`config.mk`:
```
export PLATFORM = sky130hd
export DESIGN_NAME = ex_muldiv_sched
export DESIGN_NICKNAME = d
export VERILOG_FILES = /design/src/rtl/ex_muldiv_sched.sv
export SDC_FILE = /design/constraint.sdc
export NUM_CORES = 2
export LEC_CHECK = 0
export CAP_MARGIN = 20
export CORE_ASPECT_RATIO = 2
export CORE_MARGIN = 4
export CORE_UTILIZATION = 50
export DETAILED_ROUTE_END_ITERATION = 10
export GPL_ROUTABILITY_DRIVEN = 0
export PLACE_DENSITY = 0.64
export SYNTH_ARGS = -nofsm -noshare
export SYNTH_HDL_FRONTEND = slang
export SYNTH_SLANG_ARGS = --single-unit
```
`constraint.sdc`:
```
create_clock -name clk -period 15.87 [get_ports clk]
set_clock_uncertainty 0.2 [all_clocks]
set_input_delay 2.3805 -clock clk [delete_from_list [all_inputs] [get_ports clk]]
set_output_delay 2.3805 -clock clk [all_outputs]
set_load 0.02 [all_outputs]
```
`src/rtl/ex_muldiv_sched.sv`:
```
// Multiply/divide scheduler beside EX: owns HI/LO, runs a fixed-latency multiplier and a
// 32-step restoring divider, and stalls younger HI/LO users while an operation is in flight.
//
// state | meaning
// IDLE  | no operation in flight; accepts MUL/DIV, performs MTHI/MTLO
// MUL   | counting down the multiplier latency, product written when counter is 0
// DIV   | one quotient bit per cycle while counter != 0, then fixup and write
module ex_muldiv_sched #(
  parameter int MUL_CYCLES = 4
) (
  input  logic        clk,
  input  logic        rst,
  input  logic        EX_Valid,
  input  logic [2:0]  EX_MulDivOp,
  input  logic [1:0]  EX_ReadHiLo,
  input  logic [31:0] EX_RsData,
  input  logic [31:0] EX_RtData,
  input  logic        Flush,
  output logic        MD_Stall,
  output logic        MD_Busy,
  output logic [31:0] HI,
  output logic [31:0] LO,
  output logic [31:0] HiLoOut
);

  typedef enum logic [1:0] {IDLE, MUL, DIV} stateT;

  stateT       state, stateNext;
  logic [5:0]  cnt;
  logic [63:0] work;
  logic [31:0] rsQ, rtQ;
  logic        signedQ;

  logic req, isMul, isDiv, isMtHi, isMtLo, isSignedOp, accept;
  logic mulDone, divDone;

  assign req        = EX_Valid & ~Flush;
  assign isMul      = (EX_MulDivOp == 3'b001) | (EX_MulDivOp == 3'b010);
  assign isDiv      = (EX_MulDivOp == 3'b011) | (EX_MulDivOp == 3'b100);
  assign isMtHi     = (EX_MulDivOp == 3'b101);
  assign isMtLo     = (EX_MulDivOp == 3'b110);
  assign isSignedOp = (EX_MulDivOp == 3'b001) | (EX_MulDivOp == 3'b011);
  assign accept     = (state == IDLE) & req & (isMul | isDiv);

  assign MD_Busy  = (state != IDLE);
  assign MD_Stall = req & MD_Busy & ((EX_MulDivOp != 3'b000 && EX_MulDivOp != 3'b111) |
                                     (EX_ReadHiLo == 2'b01) | (EX_ReadHiLo == 2'b10));

  always_comb begin
    HiLoOut = 32'h0;
    case (EX_ReadHiLo)
      2'b01:   HiLoOut = HI;
      2'b10:   HiLoOut = LO;
      default: HiLoOut = 32'h0;
    endcase
  end

  always_ff @(posedge clk) begin
    if (rst) state <= IDLE;
    else     state <= stateNext;
  end

  always_comb begin
    stateNext = state;
    mulDone   = 1'b0;
    divDone   = 1'b0;
    case (state)
      IDLE: if (accept) stateNext = isMul ? MUL : DIV;
      MUL:  if (cnt == 6'd0) begin stateNext = IDLE; mulDone = 1'b1; end
      DIV:  if (cnt == 6'd0) begin stateNext = IDLE; divDone = 1'b1; end
      default: stateNext = IDLE;
    endcase
  end

  // Sign/zero extension to 64 bits makes one unsigned multiply serve both MULT and MULTU.
  logic [63:0] mulA, mulB, product;
  assign mulA    = {{32{signedQ & rsQ[31]}}, rsQ};
  assign mulB    = {{32{signedQ & rtQ[31]}}, rtQ};
  assign product = mulA * mulB;

  logic [31:0] dividendAbs, divisorAbs, qRaw, rRaw, qFix, rFix;
  logic [32:0] remShift, diff;
  assign dividendAbs = (isSignedOp & EX_RsData[31]) ? -EX_RsData : EX_RsData;
  assign divisorAbs  = (signedQ & rtQ[31]) ? -rtQ : rtQ;
  assign remShift    = work[63:31];
  assign diff        = remShift - {1'b0, divisorAbs};
  assign qRaw        = work[31:0];
  assign rRaw        = work[63:32];

  always_comb begin
    qFix = (signedQ & (rsQ[31] ^ rtQ[31])) ? -qRaw : qRaw;
    rFix = (signedQ & rsQ[31]) ? -rRaw : rRaw;
    if (rtQ == 32'h0) begin
      qFix = 32'hFFFF_FFFF;
      rFix = rsQ;
    end
  end

  always_ff @(posedge clk) begin
    if (rst) begin
      cnt     <= 6'd0;
      work    <= 64'h0;
      rsQ     <= 32'h0;
      rtQ     <= 32'h0;
      signedQ <= 1'b0;
      HI      <= 32'h0;
      LO      <= 32'h0;
    end else begin
      if (accept) begin
        rsQ     <= EX_RsData;
        rtQ     <= EX_RtData;
        signedQ <= isSignedOp;
        cnt     <= isMul ? 6'(MUL_CYCLES - 1) : 6'd32;
        work    <= {32'h0, dividendAbs};
      end else if (state == MUL && cnt != 6'd0) begin
        cnt <= cnt - 6'd1;
      end else if (state == DIV && cnt != 6'd0) begin
        cnt <= cnt - 6'd1;
        if (!diff[32]) work <= {diff[31:0], work[30:0], 1'b1};
        else           work <= {work[62:0], 1'b0};
      end

      if (mulDone) begin
        HI <= product[63:32];
        LO <= product[31:0];
      end
      if (divDone) begin
        HI <= rFix;
        LO <= qFix;
      end
      if (state == IDLE && req && isMtHi) HI <= EX_RsData;
      if (state == IDLE && req && isMtLo) LO <= EX_RsData;
    end
  end

endmodule

```
==> Flow_metrics.wiki <==
{| class="wikitable"
! Metric !! Value
|-
| Sinks on Clock Net || 201
|-
| Die X-Extent || between 200 and 250 um
|-
| First-pass GRT wire length || 266000 um
|-
| Count of yosys warnings during synthesis || 0
|-
| Drt first-iter violations || 3168
|-
| Combinational family with the most area after synthesis || adder cells
|-
| Top fanout value on the critical path || 53
|-
| Number of I/O pins || 171
|-
| Cell repeated most along the worst path || fa_1
|-
| Depth of the worst register-to-register path || 25
|-
| CTS tree || done
|-
| Slew at the pin with the worst max-slew slack || 1.18 ns
|-
| Maximum VDD drop || 0.0653 mV
|-
| Floorplan die height || 462 um
|-
| Vias per std cell || 5.87
|-
| Post-synth top flop || dfxtp_1
|-
| Mux cell area share after synthesis || 0.681%
|-
| Cell with the most instances after synthesis || inv_1
|-
| Number of buffers created by CTS || 20
|-
| Resized cells post-CTS || 0
|-
| Status || complete, no violations
|-
| Full die area || 109000 um2
|-
| Drt wl/cell || ~24 um
|-
| Final Non-Filler Cells || 7323
|-
| Starting density of the core || 50.4%
|-
| Master cell of the clock root buffer || clkbuf_16
|-
| End of the critical path || HI[31]
|-
| Clock-pin transition on the worst setup and hold timing paths || 0.07 ns
|-
| Headroom to the max-slew limit || a little over a fifth
|-
| Overall overflow remaining after global route || 0
|-
| Post-synthesis instance total || 6086
|-
| Arr. time, crit path || 10.21 ns
|-
| Maximum buffer depth of the clock tree || 3
|-
| Post-synth EDFFs || 0
|-
| Number of global-route vias before repair || 46200
|-
| Total number of vias || 43000
|-
| Row Count || about 170
|-
| Number of routed nets with antenna violations || 0
|-
| Post-route worst hold slack || 0.256 ns
|-
| Area of the mapped netlist || just over 50000 um2
|-
| Post-Syn Nets || 7541
|-
| RR Endpoint || HI[31]
|-
| Required time of the worst setup path || 16.13 ns
|-
| Number of instances in the placed design || 7285
|-
| Post-DP HPWL || about 140000 um
|-
| Count of distinct cell types in the synthesized netlist || 81
|-
| DR pass1 iterations || 6
|-
| Final number of hold-violating endpoints || 0
|-
| Initial antenna violation count || 5
|-
| Worst-case register-to-register setup slack || ~5.9 ns
|-
| Share of layout cells above drive strength 1 || 2.84%
|-
| Cell Pwr Density || 35.3 nW/um2
|-
| Xor-xnor portion of the synthesized cell area || 3.75%
|-
| Number of buffers and inverters on the critical path || 5
|-
| Post CTS Setup Buffer Count || 0
|-
| Setup repair after global routing missed its margin || false
|-
| Logic depth of the worst setup path including buffers || 25
|-
| Fillers || 9479
|-
| Final-layout setup total negative slack || 0 ns
|-
| Total length of routed wires || between 150000 and 200000 um
|-
| Number of endpoints failing setup at the final stage || 0
|-
| Portion of synthesized cell area occupied by the leading cell type || 43.7%
|-
| Category of the most critical setup path || reg -> reg
|-
| Ys async rst share || 0%
|-
| Reg2Reg Launch Point || rsQ[31]
|-
| Share of the synthesized area in compound gates (AO/OA/AOI/OAI) || 9.76%
|-
| Post-detailed-route DRC marker count || 0
|-
| Register bit total from synthesis || between 200 and 250
|-
| Quantity of I/O buffers inserted on ports || 170
|-
| Endpoint class of the critical path || flop
|-
| Critical Path Source Type || flop
|-
| Final #Nets || about 7400
|-
| Pin count of the biggest net entering global routing || 81
|-
| Crit path max-delay family || adder cells
|-
| Number of H-tree branching levels || 1
|-
| Setup WS post-layout || 5.92 ns
|-
| Maximum cell stage delay along the critical path || about 0.97 ns
|-
| Origin of the worst setup path || rsQ[31]
|-
| Worst-case setup slack after placement || just over 6 ns
|-
| Total leakage power || 0.0256 uW
|-
| Leading cell types by total area after synthesis || fa_1, inv_1, dfxtp_1
|-
| Post-synthesis cell type with the largest combined area || fa_1
|-
| Library cell contributing the largest single delay on the critical path || fa_1
|-
| Avg Inst Size Synth || 8.48 um2
|-
| Simple-Gate Fraction of Synth Area || 16.7%
|-
| Final max-slew violation count || 0
|-
| # hold bufs at CTS || 0
|-
| Crit share post-route || between 60% and 70%
|-
| Hold/Removal Path Class || reg -> reg
|-
| Sequential element share of the synthesized area || 7.80%
|-
| Adder and majority cell fraction of the synthesized area || between 40% and 50%
|-
| Max-Cap Viols || 0
|-
| Core area || between 100000 and 150000 um2
|-
| Final Core Density || 53.7%
|-
| Area growth from synthesis to layout || 6.45%
|-
| FMAX || slightly above 100 MHz
|-
| GRT Util Overall || between 30% and 40%
|-
| Clock latency on the worst-skew pair || 0.55 ns
|-
| Most numerous cell types in the synthesized netlist || inv_1, fa_1, nand2_1
|-
| Final worst path period need || 9.95 ns
|}
==> how the worst min path moves through the flow <==
stage	from	endpoint	depth (start not counted)
6_report	rsQ[7]	rsQ[7]	2
5_1_grt	rtQ[23]	rtQ[23]	2
4_1_cts	rtQ[12]	rtQ[12]	2
3_5_place_dp	rtQ[12]	rtQ[12]	2
3_3_place_gp	rsQ[14]	rsQ[14]	2
2_1_floorplan	state[1]	state[1]	2
==> registers in the layout, summed over array words and instances (netlist names) <==
signal,cells
HI,32
LO,32
cnt,6
rsQ,32
rtQ,32
signedQ,1
state,2
work,64
==> kinds of logic (layout without fill, tap and decap cells) <==
group | after synthesis | after routing
buffers and inverters | 1570 | 1462
other | 0 | 1
flip-flops | 201 | 201
multiplexers | 35 | 35
AO/OA/AOI/OAI | 788 | 788
adder cells (fa/ha/maj) | 1382 | 1382
XOR/XNOR | 220 | 220
AND/OR/NAND/NOR | 1890 | 1890
==> report_power, final <==
group | switching, uW | internal, uW
registers | 45.9 | 532
clock network | 241 | 278
logic | 554 | 286
total | 842 | 1100
==> placed cells by master (no fill, tap or decap), types with 7 or more instances in the layout <==
| cell | count |
|---|---|
| o21bai_1 | 7 |
| a21oi_1 | 260 |
| o41ai_1 | 13 |
| or3_1 | 14 |
| nand4_1 | 18 |
| o21ai_0 | 141 |
| nand2b_1 | 20 |
| o211ai_1 | 34 |
| a31oi_1 | 23 |
| ha_1 | 256 |
| nor4_1 | 15 |
| and3_1 | 30 |
| inv_1 | 1159 |
| a22oi_1 | 42 |
| nor2b_1 | 11 |
| xor2_1 | 101 |
| or2_2 | 7 |
| o31ai_1 | 35 |
| or4_1 | 13 |
| o221ai_1 | 7 |
| dfxtp_1 | 199 |
| nand3_1 | 37 |
| mux2i_1 | 34 |
| buf_4 | 96 |
| a311oi_1 | 50 |
| a21o_1 | 33 |
| nor2_1 | 258 |
| nor3_1 | 50 |
| fa_1 | 1126 |
| a211oi_1 | 40 |
| nand2_1 | 1023 |
| nand3b_1 | 7 |
| a221oi_1 | 11 |
| o21a_1 | 14 |
| and2_1 | 354 |
| clkbuf_16 | 20 |
| o22ai_1 | 19 |
| xnor2_1 | 118 |
| clkdlybuf4s50_1 | 169 |
==> metal layers <==
layer	vias up	track usage [%]	share of wire [%]
met5	-	0	0.0075
met4	2	20.2	8.3
met3	697	4.08	6.5
met2	2016	58.0	52
met1	21900	34.2	33
li1	18300	-	-
==> worst reg2reg max path, cell delays in order (launching register included) <==
cell	delay, ns
dfxtp_2	0.32
buf_4	0.46
nand2_1	0.50
nor2_1	0.36
fa_1	0.56
fa_1	0.63
fa_1	0.54
fa_1	0.97
inv_1	0.37
fa_1	0.57
inv_1	0.05
fa_1	0.52
inv_1	0.05
fa_1	0.44
fa_1	0.50
inv_1	0.04
ha_1	0.35
or2_2	0.32
a21oi_1	0.14
nor3_1	0.05
a2111oi_0	0.76
o22ai_1	0.19
a21o_1	0.24
o211ai_1	0.22
mux2_2	0.36
nor3_1	0.15
==> through the flow <==
step / instance area (um2) / total power (uW)
floorplan: 51600 / 1110
detailed placement: 54200 / 1400
global route: 54900 / 2010
finish: 54900 / 1940
global placement: 54200 / 1400
CTS: 54900 / 1920
==> cell type report <==
cell class	instances	area [um2]	area share (%)
multi-input cells	4315	41700	76.0
inverters	1160	4350	7.93
flip-flops and latches	201	4030	7.33
repair buffers	267	2470	4.49
well taps	1344	1680	3.06
clock buffers	24	536	0.975
clock inverters	11	136	0.248
diodes	1	2.50	0.00455
Note: power is estimated with default switching activity, not from simulation.
